--- config.mk ---
export PLATFORM = sky130hd
export DESIGN_NAME = uart_block_receiver
export DESIGN_NICKNAME = d
export VERILOG_FILES = /design/src/rtl/uart_block_receiver.sv
export SDC_FILE = /design/constraint.sdc
export NUM_CORES = 1
export LEC_CHECK = 0
export ABC_AREA = 1
export BUFFER_PORTS_ARGS = -buffer_cell sky130_fd_sc_hd__buf_2
export CORE_UTILIZATION = 54
export DETAILED_ROUTE_END_ITERATION = 6
export GPL_TIMING_DRIVEN = 0
export HOLD_SLACK_MARGIN = 0.05
export MAX_ROUTING_LAYER = met4
export PLACE_DENSITY = 0.77
export SETUP_SLACK_MARGIN = 0.2
export SKIP_LAST_GASP = 1
export SLEW_MARGIN = 20
export SYNTH_ARGS = -nofsm -noshare
export SYNTH_HDL_FRONTEND = slang
export SYNTH_SLANG_ARGS = --single-unit
--- constraint.sdc ---
create_clock -name clk -period 18.51 [get_ports clk]
set_input_delay 0.9255 -clock clk [delete_from_list [all_inputs] [get_ports clk]]
set_output_delay 0.9255 -clock clk [all_outputs]
set_load 0.005 [all_outputs]
--- src/rtl/uart_block_receiver.sv ---
// +------------------------------------------------------------------------------+
// | uart_block_receiver: 8N1 UART deserialiser packing bytes MSB-first into a     |
// | SHA-256 message block, handed off with a start pulse. Rev 1.0                 |
// +------------------------------------------------------------------------------+
`default_nettype none

module uart_block_receiver #(
  parameter int CLKS_PER_BIT = 87,
  parameter int NUM_BYTES    = 64,
  parameter int TIMEOUT_BITS = 20
) (
  input  logic                           clk,
  input  logic                           rst,
  input  logic                           i_uart_rx,
  input  logic                           i_release,
  output logic [8*NUM_BYTES-1:0]         o_block,
  output logic                           o_sha_start,
  output logic                           o_busy,
  output logic [$clog2(NUM_BYTES+1)-1:0] o_byte_count,
  output logic                           o_frame_err,
  output logic                           o_overrun,
  output logic                           o_timeout
);

  localparam int C_HALF      = CLKS_PER_BIT / 2;
  localparam int C_CNT_W     = $clog2(CLKS_PER_BIT);
  localparam int C_IDX_W     = $clog2(NUM_BYTES + 1);
  localparam int C_BLK_W     = 8 * NUM_BYTES;
  localparam int C_LSB_W     = $clog2(C_BLK_W);
  localparam int C_TMO_LIMIT = TIMEOUT_BITS * CLKS_PER_BIT;
  localparam int C_TMO_W     = $clog2(C_TMO_LIMIT + 1);

  typedef enum logic [1:0] {RX_IDLE = 2'd0, RX_START = 2'd1, RX_DATA = 2'd2, RX_STOP = 2'd3} rx_state_t;
  typedef enum logic [0:0] {BLK_COLLECT = 1'b0, BLK_WAIT = 1'b1} blk_state_t;

  rx_state_t  r_rx_state, w_rx_next;
  blk_state_t r_blk_state, w_blk_next;

  logic               r_rx_meta, r_rx_sync;
  logic [C_CNT_W-1:0] r_clk_cnt;
  logic [2:0]         r_bit_idx;
  logic [7:0]         r_shift;
  logic               r_byte_valid;
  logic [C_IDX_W-1:0] r_idx;
  logic [C_TMO_W-1:0] r_tmo_cnt;

  logic w_half_hit, w_full_hit, w_start_det;
  logic w_store, w_full, w_overrun, w_release, w_tmo_active, w_tmo_fire;
  logic [C_LSB_W-1:0] w_wr_lsb;

  assign w_half_hit = (r_clk_cnt == C_CNT_W'(C_HALF - 1));
  assign w_full_hit = (r_clk_cnt == C_CNT_W'(CLKS_PER_BIT - 1));

  always_ff @(posedge clk or posedge rst) begin
    if (rst) begin
      r_rx_meta <= 1'b1;
      r_rx_sync <= 1'b1;
    end else begin
      r_rx_meta <= i_uart_rx;
      r_rx_sync <= r_rx_meta;
    end
  end

  always_ff @(posedge clk or posedge rst) begin
    if (rst) r_rx_state <= RX_IDLE;
    else     r_rx_state <= w_rx_next;
  end

  always_comb begin
    w_rx_next   = r_rx_state;
    w_start_det = 1'b0;
    case (r_rx_state)
      RX_IDLE:  if (!r_rx_sync) begin
                  w_rx_next   = RX_START;
                  w_start_det = 1'b1;
                end
      RX_START: if (w_half_hit) w_rx_next = r_rx_sync ? RX_IDLE : RX_DATA;
      RX_DATA:  if (w_full_hit && (r_bit_idx == 3'd7)) w_rx_next = RX_STOP;
      RX_STOP:  if (w_full_hit) w_rx_next = RX_IDLE;
      default:  w_rx_next = RX_IDLE;
    endcase
  end

  // Start phase counts to mid-bit; later phases count whole bit periods from there.
  always_ff @(posedge clk or posedge rst) begin
    if (rst) begin
      r_clk_cnt    <= '0;
      r_bit_idx    <= '0;
      r_shift      <= '0;
      r_byte_valid <= 1'b0;
      o_frame_err  <= 1'b0;
    end else begin
      r_byte_valid <= (r_rx_state == RX_STOP) && w_full_hit && r_rx_sync;
      o_frame_err  <= (r_rx_state == RX_STOP) && w_full_hit && !r_rx_sync;
      case (r_rx_state)
        RX_IDLE: begin
          r_clk_cnt <= '0;
          if (w_start_det) r_bit_idx <= '0;
        end
        RX_START: r_clk_cnt <= w_half_hit ? '0 : r_clk_cnt + 1'b1;
        default: begin
          r_clk_cnt <= w_full_hit ? '0 : r_clk_cnt + 1'b1;
          if ((r_rx_state == RX_DATA) && w_full_hit) begin
            r_shift   <= {r_rx_sync, r_shift[7:1]};
            r_bit_idx <= r_bit_idx + 1'b1;
          end
        end
      endcase
    end
  end

  assign w_tmo_active = (r_blk_state == BLK_COLLECT) && (r_idx != '0);
  assign w_wr_lsb     = C_LSB_W'(C_BLK_W - 8 - 8 * int'(r_idx));

  always_ff @(posedge clk or posedge rst) begin
    if (rst) r_blk_state <= BLK_COLLECT;
    else     r_blk_state <= w_blk_next;
  end

  always_comb begin
    w_blk_next = r_blk_state;
    w_store    = 1'b0;
    w_full     = 1'b0;
    w_overrun  = 1'b0;
    w_release  = 1'b0;
    w_tmo_fire = 1'b0;
    case (r_blk_state)
      BLK_COLLECT: begin
        if (r_byte_valid) begin
          w_store = 1'b1;
          if (r_idx == C_IDX_W'(NUM_BYTES - 1)) begin
            w_full     = 1'b1;
            w_blk_next = BLK_WAIT;
          end
        end else if (w_tmo_active && (r_rx_state == RX_IDLE) &&
                     (r_tmo_cnt == C_TMO_W'(C_TMO_LIMIT - 1))) begin
          w_tmo_fire = 1'b1;
        end
      end
      BLK_WAIT: begin
        w_overrun = r_byte_valid;
        if (i_release) begin
          w_blk_next = BLK_COLLECT;
          w_release  = 1'b1;
        end
      end
      default: w_blk_next = BLK_COLLECT;
    endcase
  end

  always_ff @(posedge clk or posedge rst) begin
    if (rst) begin
      o_block     <= '0;
      r_idx       <= '0;
      r_tmo_cnt   <= '0;
      o_sha_start <= 1'b0;
      o_busy      <= 1'b0;
      o_overrun   <= 1'b0;
      o_timeout   <= 1'b0;
    end else begin
      o_sha_start <= w_full;
      o_overrun   <= w_overrun;
      o_timeout   <= w_tmo_fire;
      o_busy      <= (w_blk_next == BLK_WAIT);
      if (w_store) begin
        o_block[w_wr_lsb +: 8] <= r_shift;
        r_idx                  <= r_idx + 1'b1;
      end else if (w_tmo_fire || w_release) begin
        r_idx <= '0;
      end
      // Idle time only accumulates between frames of a partial block.
      if (!w_tmo_active || w_start_det || w_tmo_fire) r_tmo_cnt <= '0;
      else if (r_rx_state == RX_IDLE)                 r_tmo_cnt <= r_tmo_cnt + 1'b1;
    end
  end

  assign o_byte_count = r_idx;

endmodule

`default_nettype wire
==> impl_metrics.toml, run 1 <==
[status]
status = "complete, no violations"

[synth]
synthArstFlopShare_pct = 100.0
synth_warnings = 0
syn_avg_cell_area_um2 = 8.738
syn-num-nets = 2645
yosysSeqAreaShare_pct = 60.73
ys_ff_latch = 558
synth.area.top_cells = "dfrtp_1 60%, nand2_1 17%, nand3_1 5.4%"
syn_area_mm2 = 0.02300
yosysUniqueCellTypes = 31
synth_top_area_share_pct = 60.50
synthFlopType = "dfrtp_1"
synth_area_leader_cell = "dfrtp_1"
netlist_instances = 2632
synth_edf_count = 0

[global_routing]
grt.overflow.total = 0
grt_max_degree = 114
grt_pass1_wl_mm = 127.2
antenna_found_initial = 2
grt_usage_pct = 40.20
grt_pass1_vias = 21133

[clocking]
cts_root_buf = "clkbuf_16"
postCtsHoldBufs = 0
cts_tree = "done"
cts_made_buffers = 56
post_cts_buffers = 0
postCtsResizedCells = 0
cts.sinks = 558
h-tree-depth = 2
clk_latency_ns = 0.62
clk_pin_slew_ns = 0.06
cts_buffer_depth = 3

[setup_path]
crit_start = "o_byte_count[0]"
startpoint_type = "flip-flop"
path_class = "flip-flop to flip-flop"
path_max_fanout = 12
worst_ep_required_time_ns = 19.02
rr_startpoint = "o_byte_count[0]"
endpoint_kind = "flip-flop"
cp.arrival_ns = 3.80

[sta]
max_freq_mhz = 304.3
fin_crit_sh_pct = 17.75
holdWs_ns = 0.3329
rsz0062_at_grt = "false"
skew_ns = 0.02028
setup_viol = 0
tightest_slew_ns = 0.9451
hold_viol = 0
drv_slew = 0
period_needed_ns = 3.286
slew_headroom_pct = 36.99

[layout]
nNetsFinal = 3235
stdcell_area_mm2 = 0.02834
fin_cells = 3804
synthToLayoutAreaGrowth_pct = 23.25
finalCoreUtilization_pct = 67.57
drive_gt1_share_pct = 23.16

[detailed_routing]
viasPerCell = 5.716
drt_iter0_drc = 2441
drc = 0
vias = 21742
firstDrtPassIters = 6
wl_per_cell_um = 22.16
drt_wl_total_mm = 84.31
ant_nets = 0

[place]
placed_area_mm2 = 0.02646
dp_cells = 3703
io_buffers = 527
gp_congestion = 0.9360
hpwl_mm = 61.83

[floorplanning]
die_x_um = 208.4
coreArea_mm2 = 0.04195
fp.dieArea_mm2 = 0.04342
pin_count = 528
std_cell_rows = 75
start_util_pct = 54.83
die_y_um = 208.4

[min_path]
hp-class = "primary input to async pin"

[power_and_ir_drop]
pwr_density_cell_mw_per_mm2 = 88.81
p_total_mw = 2.517
peakVddDrop_v = 0.00007878
leakage_nw = 15.96

[job]
drv_cap = 0
[report_power, final]
part / leakage (nW) / switching (mW) / internal, mW
Sequential: 7.78 / 0.00675 / 1.23
Combinational: 7.24 / 0.0904 / 0.0220
Clock: 0.941 / 0.483 / 0.689
Total: 16.0 / 0.580 / 1.94
[synth_stat cells (2+ instances only)]
cell	count
o21ai_0	213
nor2_1	118
clkinv_1	3
nor3_1	16
buf_2	56
nor2_4	4
ha_1	9
dfstp_2	2
clkbuf_1	49
buf_6	2
nand3_1	246
xor2_1	5
buf_1	5
o21ai_1	57
nand2_2	15
nand3_2	3
inv_1	112
or2_2	3
buf_4	16
nand2_1	1043
inv_2	11
nand4_1	59
nor3_2	2
a21oi_1	7
nor2_2	15
dfrtp_1	556
[cell families after synthesis]
kind of cell / after synthesis / share of synthesized area, %
xor gates and xnor gates: 5 / 0.1904
and+or+nand+nor: 1528 / 27.76
AOI/OAI and AO/OA: 277 / 6.028
DFF: 558 / 60.73
buffers and inverters: 255 / 4.804
adders and majority gates: 9 / 0.4896
[final timing paths]
| path | to | slack (ns) | depth (start not counted) |
|---|---|---|---|
| min in group clk | r_rx_sync | 0.36 | 0 |
| setup reg to reg | o_block[175] | 15.22 | 11 |
| hold / removal | o_block[478] | 0.33 | 2 |
| setup / recovery | o_block[175] | 15.22 | 11 |
| max in group asynchronous | o_block[97] | 16.80 | 4 |
| hold reg to reg | r_rx_sync | 0.36 | 0 |
[layout by cell type (no fill, tap or decap), types with 2 or more instances in the layout]
master	count
nor2_4	4
clkbuf_16	57
nand3_2	3
dfstp_2	2
dfrtp_1	556
buf_2	583
nor2_2	15
or2_2	3
nand2_2	15
ha_1	9
clkbuf_8	11
clkinv_2	14
inv_1	111
nand2_1	1043
o21ai_1	57
buf_6	2
nand4_1	59
inv_6	2
nor3_2	2
clkbuf_1	58
inv_2	11
a21oi_1	7
clkinv_1	3
buf_4	16
buf_16	5
nand3_1	246
o21ai_0	213
bufinv_16	6
nor2_1	118
xor2_1	5
buf_1	5
nor3_1	16
[through the flow]
step / worst slack, ns / TNS, ns
after floorplan: 1.984 / 0
after global placement: -3.111 / -1696.49
after detailed placement: 15.28 / 0
after CTS: 15.24 / 0
after global routing: 14.92 / 0
final: 15.22 / 0
[routing by layer]
metal / share of wire (%) / global-route usage (%)
met2: 47 / 62.24
met3: 11 / 9.962
met1: 37 / 49.44
met5: 0 / -
met4: 5.2 / 19.74
[registers in the layout (all words and copies together), names as in the netlist, named ones only]
signal        flops
o_block         512
r_tmo_cnt        11
r_shift           8
o_byte_count      7
r_clk_cnt         7
r_bit_idx         3
o_busy            1
o_frame_err       1
o_overrun         1
o_sha_start       1
o_timeout         1
r_byte_valid      1
r_rx_meta         1
r_rx_state        1
r_rx_sync         1
[critical path, stage by stage (launching register included)]
cell	delay, ns
dfrtp_1	0.41
inv_1	0.18
buf_1	0.42
ha_1	0.21
buf_2	0.16
clkbuf_1	0.35
nand3_1	0.27
nor2_1	0.49
nand2_1	0.20
nor2_1	0.18
nand2_1	0.08
o21ai_0	0.22
[layout make-up]
class	count	area (µm²)
timing repair buffer	532	2775
tap	539	674.4
antenna	1	2.502
fill	3464	13600
buffer	128	625.6
clock buffer	77	1612
clock inverter	23	275.3
multi-input combinational	1819	7928
inverter	127	486.7
sequential	558	13970
(Power assumes the default switching activity.)
==> run 2, diff against run 1 <==
--- a/config.mk
+++ b/config.mk
@@ -7,12 +7,12 @@
 export LEC_CHECK = 0
 export ABC_AREA = 1
 export BUFFER_PORTS_ARGS = -buffer_cell sky130_fd_sc_hd__buf_2
-export CORE_UTILIZATION = 54
+export CORE_UTILIZATION = 49
 export DETAILED_ROUTE_END_ITERATION = 6
 export GPL_TIMING_DRIVEN = 0
 export HOLD_SLACK_MARGIN = 0.05
 export MAX_ROUTING_LAYER = met4
-export PLACE_DENSITY = 0.77
+export PLACE_DENSITY = 0.73
 export SETUP_SLACK_MARGIN = 0.2
 export SKIP_LAST_GASP = 1
 export SLEW_MARGIN = 20
==> constraint.sdc (replaced) <==
create_clock -name clk -period 3 [get_ports clk]
set_input_delay 0.15 -clock clk [delete_from_list [all_inputs] [get_ports clk]]
set_output_delay 0.15 -clock clk [all_outputs]
set_load 0.005 [all_outputs]
==> impl_metrics.toml, run 2 (synthesis gave the netlist of run 1 again) <==
[sta]
skew_ns = 0.01637
setup_viol = 0
hold_viol = 0
max_freq_mhz = 372.9
final.setup.worst_slack_ns = 0.3183
tightest_slew_ns = 0.8895
period_needed_ns = 2.682
slew_headroom_pct = 40.70
setup_tns_ns = 0
drv_slew = 0
rsz0062_at_grt = "true"
fin_crit_sh_pct = 89.39

[layout]
regMostFlops = "o_block"
synthToLayoutAreaGrowth_pct = 26.36
stdcell_area_mm2 = 0.02906
drive_gt1_share_pct = 25.07
reg_top3 = "o_block (512), r_tmo_cnt (11), r_shift (8)"
nFillCells = 3975
final_common_cell = "nand2_1"
largest_register_ffs = 512
nNetsFinal = 3263
diodes = 0
fin_cells = 3902
final_cell_mix = "1,040 x nand2_1, 573 x buf_2, 556 x dfrtp_1"

[floorplanning]
coreArea_mm2 = 0.04646
std_cell_rows = 79
start_util_pct = 49.50
die_x_um = 218.6
pin_count = 528
die_y_um = 218.6
fp.dieArea_mm2 = 0.04781

[job]
drv_cap = 0

[place]
placed_area_mm2 = 0.02680
io_buffers = 527
dp_worst_setup_slack_ns = -0.2922
gp_congestion = 0.9445
dp_cells = 3785
hpwl_mm = 64.23

[setup_path]
worst_ep_required_time_ns = 3.52
startpoint_type = "flip-flop"
path_max_fanout = 12
critPathMaxStageDelay_ns = 0.41
slowest_stage = "dfrtp_1"
cpMostUsedCell = "nand2_1"
endpoint_kind = "flip-flop"
worstSetupPathDepth = 11
crit_family = "simple AND/OR/NAND/NOR gates"
cp.arrival_ns = 3.20
path_cells = "inv_2 -> clkbuf_4 -> ha_1 -> buf_2 -> clkbuf_2 -> nand3_1 -> nor2_2 -> nand2_1 -> nor2_1 -> nand2_1 -> o21ai_0"
crit_buf_inv = 4
r2r_cells = 11
path_class = "flip-flop to flip-flop"

[detailed_routing]
wl_per_cell_um = 22.07
viasPerCell = 5.548
ant_nets = 0
vias = 21650
firstDrtPassIters = 6
drc = 0
drt_iter0_drc = 1959
drt_wl_total_mm = 86.14

[global_routing]
grt_usage_pct = 36.77
grt.overflow.total = 0
grt_pass1_wl_mm = 127.0
antenna_found_initial = 0
grt_pass1_vias = 20944
grt_max_degree = 37

[clocking]
cts_buffer_depth = 3
cts_tree = "done"
clk_latency_ns = 0.60
clk_pin_slew_ns = 0.06
cts.sinks = 558
cts_made_buffers = 57
cts_root_buf = "clkbuf_16"
h-tree-depth = 2

[power_and_ir_drop]
switchingPower_mw = 3.652
intPower_mw = 12.08
leakage_nw = 16.20
power_frac_seq_pct = 48.3
pwr_density_cell_mw_per_mm2 = 541.5
peakVddDrop_v = 0.0004228
p_sw_share_pct = 23.21
p_total_mw = 15.74
power.share.combinational_pct = 4.8
power_frac_clock_pct = 46.8

[status]
status = "complete, no violations"

[min_path]
hp-class = "primary input to async pin"
## run 2: cell count changes in the layout (fill, tap and decap cells not counted), sizes merged
cell / delta
buf: +14
clkbuf: +14
clkinv: +2
clkinvlp: +1
diode: -1
dlygate4sd3: +3
inv: -3
## run 2: final cells by class
class                           count  area, µm²  share of cell area, %
Clock inverter                     23      271.5                 0.9343
Sequential cell                   558      13970                  48.06
Clock buffer                       81       1657                  5.701
Multi-Input combinational cell   1819       8087                  27.83
Timing Repair Buffer              559       3158                  10.87
Buffer                            128      679.4                  2.338
Inverter                          127      483.0                  1.662
Tap cell                          607      759.5                  2.613
## run 2: tightest hold or removal path: stages
cell and delay [ns]:
dlygate4sd3_1 0.53, buf_2 0.14, clkinvlp_4 0.24
## run 2: stage by stage
stage | hold slack (ns) | util, %
after floorplan | 0.1545 | -
after global placement | 0.2578 | 56.82
after detailed placement | 0.1419 | 57.69
after CTS | 0.05752 | 62.07
after global routing | 0.09173 | 62.55
final | 0.06950 | 62.55
## run 2: worst paths after layout
check / from / endpoint / slack (ns)
worst max-delay path: o_byte_count[0] / o_block[170] / 0.32
worst min-delay path: rst / o_block[158] / 0.07
worst max register to register: o_byte_count[0] / o_block[170] / 0.32
worst min register to register: r_rx_meta / r_rx_sync / 0.36
max in group asynchronous: rst / o_block[182] / 1.32
min in group clk: i_uart_rx / r_rx_meta / 0.22
## run 2: repair_timing
item	4_1_cts	5_1_grt
hold buffers	3	0
pin swaps	2	1
hold endpoints to repair	102	0
setup buffers	2	8
gates resized for setup	20	63
endpoints found under the setup margin	303	380
## run 2: per-layer routing
metal	track usage, %	vias to the layer above	share of wire [%]
li1	-	9696	-
met1	44.88	10635	39
met2	57.46	1082	47
met3	10.10	237	9.9
met4	15.45	0	4.8
met5	-	-	0
## run 2: power groups by stage
stage | clock [mW] | combinational, mW | sequential, mW
after floorplan | 0 | 0.448 | 7.74
after CTS | 7.41 | 0.746 | 7.60
after global placement | 0 | 0.643 | 7.75
after detailed placement | 0 | 0.734 | 7.74
final | 7.37 | 0.762 | 7.60
after global routing | 7.70 | 0.837 | 7.61
